$ cat config.mk
export PLATFORM = sky130hd
export DESIGN_NAME = resp_router
export DESIGN_NICKNAME = d
export VERILOG_FILES = /design/src/rtl/resp_router.sv
export SDC_FILE = /design/constraint.sdc
export NUM_CORES = 1
export LEC_CHECK = 0
export BUFFER_PORTS_ARGS = -buffer_cell sky130_fd_sc_hd__buf_2
export CAP_MARGIN = 30
export CORE_MARGIN = 1
export CORE_UTILIZATION = 50
export DETAILED_ROUTE_END_ITERATION = 8
export HOLD_SLACK_MARGIN = 0.06
export PLACE_DENSITY = 0.73
export REMOVE_ABC_BUFFERS = 1
export SLEW_MARGIN = 25
export SYNTH_ARGS = -nofsm -noshare
export SYNTH_HDL_FRONTEND = slang
export SYNTH_SLANG_ARGS = --single-unit
$ cat constraint.sdc
create_clock -name clk -period 3.2 [get_ports clk]
set_input_delay 0.16 -clock clk [delete_from_list [all_inputs] [get_ports clk]]
set_output_delay 0.16 -clock clk [all_outputs]
set_load 0.01 [all_outputs]
$ cat src/rtl/resp_router.sv
// resp_router: routes in-order responses back to the requester port that issued each read.
// Optional sticky orphan-response detection is built when RESP_ROUTER_ORPHAN_CHK_EN is defined.
module resp_router #(
  parameter int NUM_PORTS  = 64,
  parameter int SEL_WIDTH  = (NUM_PORTS > 1) ? $clog2(NUM_PORTS) : 1,
  parameter int DATA_WIDTH = 32,
  parameter int DEPTH      = 8,
  parameter int CNT_WIDTH  = $clog2(DEPTH) + 1
) (
  input  logic                  clk,
  input  logic                  rstn,
  input  logic                  issue_valid_i,
  input  logic [SEL_WIDTH-1:0]  issue_sel_i,
  output logic                  issue_ready_o,
  input  logic                  resp_valid_i,
  input  logic [DATA_WIDTH-1:0] resp_data_i,
  output logic [NUM_PORTS-1:0]  port_valid_o,
  output logic [DATA_WIDTH-1:0] port_data_o,
  output logic [SEL_WIDTH-1:0]  port_sel_o,
  output logic [CNT_WIDTH-1:0]  outstanding_o,
  output logic                  orphan_err_o
);
  localparam int PTR_W = $clog2(DEPTH);
  logic [SEL_WIDTH-1:0]  tags_q [DEPTH];
  logic [PTR_W-1:0]      wr_ptr_q, wr_ptr_d, rd_ptr_q, rd_ptr_d;
  logic [CNT_WIDTH-1:0]  cnt_q, cnt_d;
  logic [NUM_PORTS-1:0]  port_valid_q, port_valid_d;
  logic [DATA_WIDTH-1:0] port_data_q, port_data_d;
  logic [SEL_WIDTH-1:0]  port_sel_q, port_sel_d;
  logic [SEL_WIDTH-1:0]  tag;
  logic                  push, pop;
  assign issue_ready_o = cnt_q != CNT_WIDTH'(DEPTH);
  assign push          = issue_valid_i & issue_ready_o;
  assign pop           = resp_valid_i & (cnt_q != '0);
  assign tag           = tags_q[rd_ptr_q];
  // Next-state for pointers, occupancy and the registered port strobe/payload.
  always_comb begin
    wr_ptr_d     = push ? wr_ptr_q + PTR_W'(1) : wr_ptr_q;
    rd_ptr_d     = pop ? rd_ptr_q + PTR_W'(1) : rd_ptr_q;
    cnt_d        = cnt_q + CNT_WIDTH'(push) - CNT_WIDTH'(pop);
    port_valid_d = pop ? NUM_PORTS'(1) << tag : '0;
    port_sel_d   = pop ? tag : port_sel_q;
    port_data_d  = pop ? resp_data_i : port_data_q;
  end
  // Control and output registers; reset discards every held tag.
  always_ff @(posedge clk) begin
    if (!rstn) begin
      wr_ptr_q     <= '0;
      rd_ptr_q     <= '0;
      cnt_q        <= '0;
      port_valid_q <= '0;
      port_sel_q   <= '0;
      port_data_q  <= '0;
    end else begin
      wr_ptr_q     <= wr_ptr_d;
      rd_ptr_q     <= rd_ptr_d;
      cnt_q        <= cnt_d;
      port_valid_q <= port_valid_d;
      port_sel_q   <= port_sel_d;
      port_data_q  <= port_data_d;
    end
  end
  // Tag storage needs no reset: entries are only read once the count covers them.
  always_ff @(posedge clk) begin
    if (push) tags_q[wr_ptr_q] <= issue_sel_i;
  end
  assign port_valid_o  = port_valid_q;
  assign port_sel_o    = port_sel_q;
  assign port_data_o   = port_data_q;
  assign outstanding_o = cnt_q;
`ifdef RESP_ROUTER_ORPHAN_CHK_EN
  logic orphan_q;
  // Sticky flag for a response that arrived with no tag to route it.
  always_ff @(posedge clk) begin
    if (!rstn) orphan_q <= 1'b0;
    else       orphan_q <= orphan_q | (resp_valid_i & (cnt_q == '0));
  end
  assign orphan_err_o = orphan_q;
`else
  assign orphan_err_o = 1'b0;
`endif
endmodule

Word-level counts from Yosys, hierarchy flattened
Memories as Yosys holds them, arrays and structs flattened. A register that Yosys moved wholly into a read port is not among the register bits.
Index checks and enable logic that the tools add are counted.
{"block": "word_totals", "register_bits": 112, "ram_bits": 48, "inputBits": 42, "out_inout_bits": 108, "wordCells": 21, "n_memories": 1}
{"block": "op_classes", "addsub": 4, "n_eq_ne": 1, "shifts": 1, "muxes": 4, "n_bitwise": 2, "reduce_logical": 2}
{"memory": "tags_q", "depth": 8, "word_bits": 6, "read_ports": 1, "rd_clocked_by_memory_dff": 1, "wr": 1, "line": "24", "text": "logic [SEL_WIDTH-1:0] tags_q [DEPTH];"}
{"operator": "$shl 1x6->64 const A", "n": 1}
{"operator": "$add 3x1->3 const B", "n": 2}
{"operator": "$mux 3", "n": 2}
{"operator": "$add 4x1->4", "n": 1}
{"operator": "$ne 4x4->1 const B", "n": 1}
{"operator": "$reduce_bool 4->1", "n": 1}
{"operator": "$sub 4x1->4", "n": 1}
{"operator": "$and 1x1->1", "n": 2}
{"operator": "$mux 1", "n": 2}
{"operator": "$reduce_and 2->1", "n": 1}

Depth between registers and ports, before layout
Gate-level depths: netlist (run 1).
{"block": "depth", "word_depth": 4, "depth_mapped": 14, "ltp_nobuf": 12}

Least setup slack after synthesis (run 1)
OpenSTA, ideal clock, no wires.
{"block": "synth_timing", "kind": "reg2reg", "startpoint": "register cnt_q[2] (netlist: outstanding_o[2])", "endpoint": "register cnt_q[2] (netlist: outstanding_o[2])", "setup_time_ps": 115, "t_arrival_ps": 2752, "required_time_ps": 3085, "slack_ps": 333, "stages_incl_launch_ff": 15, "n_path_buf": 2, "period_less_slack_ps": 2867, "path_cell_list": "dfxtp_1 inv_1 ha_1 or3b_1 nand2_1 inv_2 clkbuf_1 clkbuf_1 ha_1 inv_1 ha_1 inv_1 fa_1 xnor2_1 and2_1"}
{"block": "synth_via", "elab_chain_len": 4, "word_cells_on_any_way": 6, "cone_classes": "2 x add/sub; 1 x eq/ne; 2 x bitwise; 1 x reduce/logical"}
{"item": "from (decl)", "line": "26", "text": "logic [CNT_WIDTH-1:0] cnt_q, cnt_d;"}
{"item": "from (signal assigned)", "line": "57", "text": "cnt_q <= cnt_d;"}
{"item": "$ne 4x4->1", "line": "32", "text": "assign issue_ready_o = cnt_q != CNT_WIDTH'(DEPTH);"}
{"item": "$and 1x1->1", "line": "33", "text": "assign push = issue_valid_i & issue_ready_o;"}
{"item": "$add 4x1->4", "line": "40", "text": "cnt_d = cnt_q + CNT_WIDTH'(push) - CNT_WIDTH'(pop);"}
{"item": "$sub 4x1->4 *", "line": "40"}
Every way passes the cells marked *; elsewhere a longest branch is shown, timed or not.
A chain may end at the register's enable or synchronous reset.

==> results.md, run 1 <==
* CTS buffer count at 17
* Most common cell after layout, fill and taps aside: buf_2
* Final #Nets at 701
* Global placement routability congestion at 0.756
* Main combinational cell family by area after synthesis: simple AND/OR/NAND/NOR gates
* Pre-CTS setup slack at 0.503 ns
* Simple-Gate Fraction of Synth Area at 15.8%
* Crit Path Class: reg -> reg
* Post-DR wirelength/cell at 15.8 microns
* Fin crit period at 2.67 ns
* Pwr dens at 796 nW/um^2
* First-pass GRT wire length at 19800 microns
* Ys Warns at 0
* Initial core utilization at 52.0%
* Initial antenna violation count at 0
* Pre-antenna DRT Iters at 4
* Post-Route WL at 12700 microns
* Chip height at 109 microns
* Resized Gates After CTS at 0
* Clock skew at 0.00865 ns
* Arrival @ worst endpoint at 2.93 ns
* Vias in the first global route at 3960
* Final hold slack at 0.165 ns
* Slowest CP cell: nand2b_1
* Slew @ Worst Pin at 0.770 ns
* Vias per cell at 5.13
* Synth top area cells: dfxtp_1 (40%), edfxtp_1 (25%), nand2_1 (5.4%), nor3_1 (4.9%), mux4_2 (3.9%)
* Period utilisation layout at 83.4%
* Seq/Total Area, Yosys at 65.2%
* Initial DRC count at 262
* I/O Buffers at 148
* Count of pins over their slew limit at 0
* CTS tree: yes
* Maximum fanout along the worst path at 16
* Root Buffer: clkbuf_16
* Setup slack after layout at 0.532 ns
* GRT Residual Overflow at 0
* Clock Pin Slew Worst Setup and Hold Paths at 0.06 ns
* Bufs on Longest Clock Path at 2
* Post-Syn Instances at 474
* Routed vias at 4114
* Synth cell types at 41
* Synth-to-layout area growth at 31.6%
* DRC Markers at 0
* Static Leak at 3.17 nW
* Core Region at 11000 sq um
* DIE AREA at 11900 sq um
* N_diodes at 0
* CP required at 3.47 ns
* Worst setup EP type: flop
* Setup violations, final at 0
* Xor/xnor cell area share of the yosys netlist at 0.763%
* CP startpoint kind: flop
* Status: completed
* Hold Fails Final Rpt at 0
* Non-Filler Instances at 802
* Relative slew slack at 48.6%
* # IOs at 150
* Util after Layout at 68.5%
* H-tree lvl count at 4
* Layout cells sized above 1 at 32.5%
* DP Wirelength at 8040 microns
* Core Rows at 38
* Largest stage delay, worst path at 0.63 ns
* Mapped Area at 5740 sq um
* Achievable Freq at 375 MHz
* Total power at 6.01 mW
* Avg Cell Area, Syn at 12.1 sq um
* Synth Area in Adders at 2.09%
* Yosys top cell area share at 40.1%
* DRT antenna net count at 0
* Peak VDD IR at 483 uV
* Hold Crit Class: in -> reg
* Clock Latency Late Sink at 0.42 ns
* Seq cells post-synth at 163
* Cell Chain, Critical Path: buf_4 > mux4_2 > mux2i_1 > nand2b_1 > nor3_1
* Die X at 109 microns
* MaxCap Viol Count at 0
* Most frequent cells in the layout: buf_2 (148), dfxtp_1 (115), nand2_1 (82)
* Compound-Gate Fraction of Synth Area at 6.50%
* Mux cell area share after synthesis at 6.02%
* Largest net degree at the start of global routing at 52
* Post-placement cell count at 732
* Yosys top cell by area: dfxtp_1
* GR Util All Layers at 22.5%
* Clock tree sinks at 163
* RSZ-0062 raised after global routing: no
[routing by layer]
layer  global-route usage, %  wire length (microns)
met3                    5.92                    677
met2                    38.9                   6530
met5                       0                      0
met4                    9.27                    239
met1                    26.2                   5260
[report_power, final]
part	internal, mW	switching [mW]
Combinational	0.540	0.907
Clock	1.36	0.749
Sequential	2.32	0.132
Total	4.22	1.79
[final cells by class]
type	instances	area, sq um
clock buffers	21	472
clock inverters	10	154
repair buffers	194	1180
multi-input cells	267	1800
inverters	7	26.3
flip-flops and latches	163	3740
fillers	808	3480
well taps	140	175
[flip-flops by register name, summed over array words and instances, names as in the netlist, named ones only]
signal	count
rd_ptr_q	3
wr_ptr_q	3
tags_q	48
port_valid_o	64
outstanding_o	4
port_data_o	32
port_sel_o	6
[repair_timing]
action,in CTS,in global routing
buffers inserted,0,0
endpoints found under the hold margin,81,0
endpoints found under the setup margin,0,0
hold buffers,39,0
[per-stage QoR]
stage	cell area [sq um]	TNS, ns
5_1_grt	7550	0
2_1_floorplan	5560	-0.164
4_1_cts	7550	0
3_5_place_dp	6540	0
6_report	7550	0
3_3_place_gp	6530	0
[critical path: cells and delay by family, from the launching register on]
family / cells / cell delay (ns)
mux: 2 / 0.84
simple gates: 2 / 0.77
flops: 1 / 0.62
buf+inv: 1 / 0.28
[worst paths after layout]
path,start,to,slack (ns),cells after the start
worst max-delay path,flop,port_valid_o[39],0.53,5
worst min-delay path,resp_valid_i,port_sel_o[5],0.16,3
worst max register to register,flop,port_valid_o[39],0.53,5
worst min register to register,port_data_o[13],port_data_o[13],0.45,2
[cells in the mapped netlist, drive strengths merged]
cell type and n:
dfxtp 115, nand2 82, nor3 66, edfxtp 48
a21boi 35, buf 19, clkbuf 18, mux4 10
ha 8, nand2b 8, and2 7, inv 7
mux2i 7, nor2 7, nand3 5, o211a 5
or2 4, xnor2 4, mux2 3, nor2b 2
o2111ai 2, or3b 2, a21o 1, a21oi 1
a22o 1, conb 1, fa 1, o22ai 1
o32ai 1, or4 1, or4b 1, xor2 1
[cell families (layout without fill, tap and decap cells)]
kind of cell	after synthesis	in the layout
adders and majority gates	9	9
AOI/OAI and AO/OA	47	47
and+or+nand+nor	185	185
other	1	1
xor gates and xnor gates	5	5
DFF	163	163
buffers and inverters	44	232
muxes	20	20
No activity file was read; power rests on OpenSTA's default activity.
==> inputs of run 2 (changes only) <==
clock period = 2.5 ns   (was 3.2 ns; I/O delays follow)
==> run 2 against run 1 <==
Sequential cell count is the same. Non-clock buffer count grew 18. Maximum frequency up 13%. Sequential share of layout area shrank 0.97 points. Clock-buffer cell count increased by 5. Worst setup slack worse by 0.40 ns. Power is 29% higher. Via count up 1.8%. Cell area is 2.0% higher. Combinational power rose by 41%. Critical path depth rose by 6. Critical path type unchanged. Critical endpoint is now outstanding_o[2]. Largest power group unchanged. Highest routed layer unchanged.
==> results.md, run 2 (synthesis results as in run 1) <==
* Status: completed
* Period utilisation layout at 94.6% (+11 points)
* Pre-CTS setup slack at 0.0573 ns (-0.446 ns)
* RSZ-0062 raised after global routing: no
* Post-DR wirelength/cell at 15.4 microns (-2.7%)
* H-tree lvl count at 4 (unchanged)
* Clock Pin Slew Worst Setup and Hold Paths at 0.06 ns (about the same)
* Hold Crit Class: in -> reg
* DIE AREA at 11900 sq um (unchanged)
* # IOs at 150 (unchanged)
* Initial DRC count at 306 (+17%)
* Worst Reg-to-Reg Cells at 11 (+6)
* Clock skew at 0.00462 ns (-0.00403 ns)
* Layout cells sized above 1 at 34.4% (+1.9 points)
* Count of pins over their slew limit at 0 (unchanged)
* Post-Route WL at 12700 microns (-0.44%)
* Final #Nets at 719 (+2.6%)
* Setup violations, final at 0 (unchanged)
* Most common cell after layout, fill and taps aside: buf_2
* Hold Fails Final Rpt at 0 (unchanged)
* Synth-to-layout area growth at 34.2%
* Largest net degree at the start of global routing at 52 (unchanged)
* Pre-antenna DRT Iters at 4 (unchanged)
* Crit Path Class: reg -> reg
* Setup slack after layout at 0.135 ns (-0.397 ns)
* Achievable Freq at 423 MHz (+13%)
* Core Rows at 38 (unchanged)
* Fin crit period at 2.37 ns (-0.303 ns)
* Clock tree sinks at 163 (unchanged)
* Util after Layout at 69.8% (+1.4 points)
* Die X at 109 microns (unchanged)
* Clock Latency Late Sink at 0.42 ns (about the same)
* GR Util All Layers at 22.3% (-0.15 points)
* CTS buffer count at 17 (unchanged)
* MaxCap Viol Count at 0 (unchanged)
* Chip height at 109 microns (unchanged)
* Post-placement cell count at 750 (+2.5%)
* TNS Setup at 0 ns (unchanged)
* DRC Markers at 0 (unchanged)
* Initial core utilization at 52.0% (unchanged)
* GRT Residual Overflow at 0 (unchanged)
* Bufs on Longest Clock Path at 2 (unchanged)
* Pwr dens at 1000 nW/um^2 (+26%)
* DRT antenna net count at 0 (unchanged)
* Worst setup EP type: flop
* Arrival @ worst endpoint at 2.68 ns (-0.25 ns)
* Vias in the first global route at 4029 (+1.7%)
* Global placement routability congestion at 0.745 (-1.5%)
* Slew @ Worst Pin at 0.698 ns (-0.0724 ns)
* Routed vias at 4188 (+1.8%)
* Static Leak at 3.27 nW (+3.1%)
* CP required at 2.81 ns (-0.66 ns)
* DP Wirelength at 8180 microns (+1.7%)
* Maximum fanout along the worst path at 4 (-12)
* CTS tree: yes
* Vias per cell at 5.10 (-0.56%)
* N_diodes at 0 (unchanged)
* Core Region at 11000 sq um (unchanged)
* Initial antenna violation count at 0 (unchanged)
* Hold Path Depth at 3 (unchanged)
* Non-Filler Instances at 821 (+2.4%)
* Max FFs per register at 64 (unchanged)
* Peak VDD IR at 615 uV (+27%)
* I/O Buffers at 148 (unchanged)
* First-pass GRT wire length at 19500 microns (-1.2%)
* Most frequent cells in the layout: buf_2 (148), dfxtp_1 (115), nand2_1 (80)
* CP startpoint kind: flop
* Root Buffer: clkbuf_16
* Relative slew slack at 53.5% (+4.8 points)
==> run 2: cell type report <==
| cell class | instances | area [sq um] |
|---|---|---|
| Inverter | 7 | 26.3 |
| Clock inverter | 6 | 31.3 |
| Tap cell | 140 | 175 |
| Timing Repair Buffer | 212 | 1340 |
| Sequential cell | 163 | 3740 |
| Fill cell | 776 | 3330 |
| Multi-Input combinational cell | 267 | 1810 |
| Clock buffer | 26 | 577 |
==> run 2: worst max-delay path: stages, from the launching register on <==
cell     delay (ns)
dfxtp_1        0.31
inv_1          0.10
ha_1           0.17
or3b_4         0.40
nand2_4        0.08
ha_2           0.26
inv_1          0.05
ha_1           0.15
inv_1          0.06
fa_1           0.38
xnor2_1        0.14
and2_1         0.15
==> run 2: power breakdown <==
group / total (mW) / switching [mW] / internal [mW]
clock network: 2.56 / 0.973 / 1.59
registers: 3.12 / 0.147 / 2.97
logic: 2.05 / 1.22 / 0.828
total: 7.73 / 2.34 / 5.39
==> run 2: routing by layer <==
layer	wire, microns	track usage, %
met1	5140	25.6
met2	6350	37.6
met3	686	6.10
met4	483	12.4
met5	0	0
==> run 2: metrics by stage <==
stage | hold WS (ns) | instance area [sq um] | total power [mW]
after floorplan | 0.224 | 5560 | 4.34
after global placement | 0.365 | 6690 | 5.08
after detailed placement | 0.372 | 6690 | 5.14
after CTS | 0.128 | 7690 | 7.76
after global routing | 0.143 | 7700 | 8.10
final | 0.140 | 7700 | 7.73
==> run 2: what timing repair did <==
action	CTS	global route
setup buffers	0	0
endpoints found under the setup margin	0	3
hold buffers	39	0
gates resized for setup	0	5
hold endpoints to repair	81	0
==> run 2: final timing paths <==
check	from	slack, ns	end
setup / recovery	outstanding_o[2]	0.13	outstanding_o[2]
hold / removal	resp_valid_i	0.14	port_sel_o[5]
setup reg to reg	outstanding_o[2]	0.13	outstanding_o[2]
hold reg to reg	port_data_o[17]	0.45	port_data_o[17]
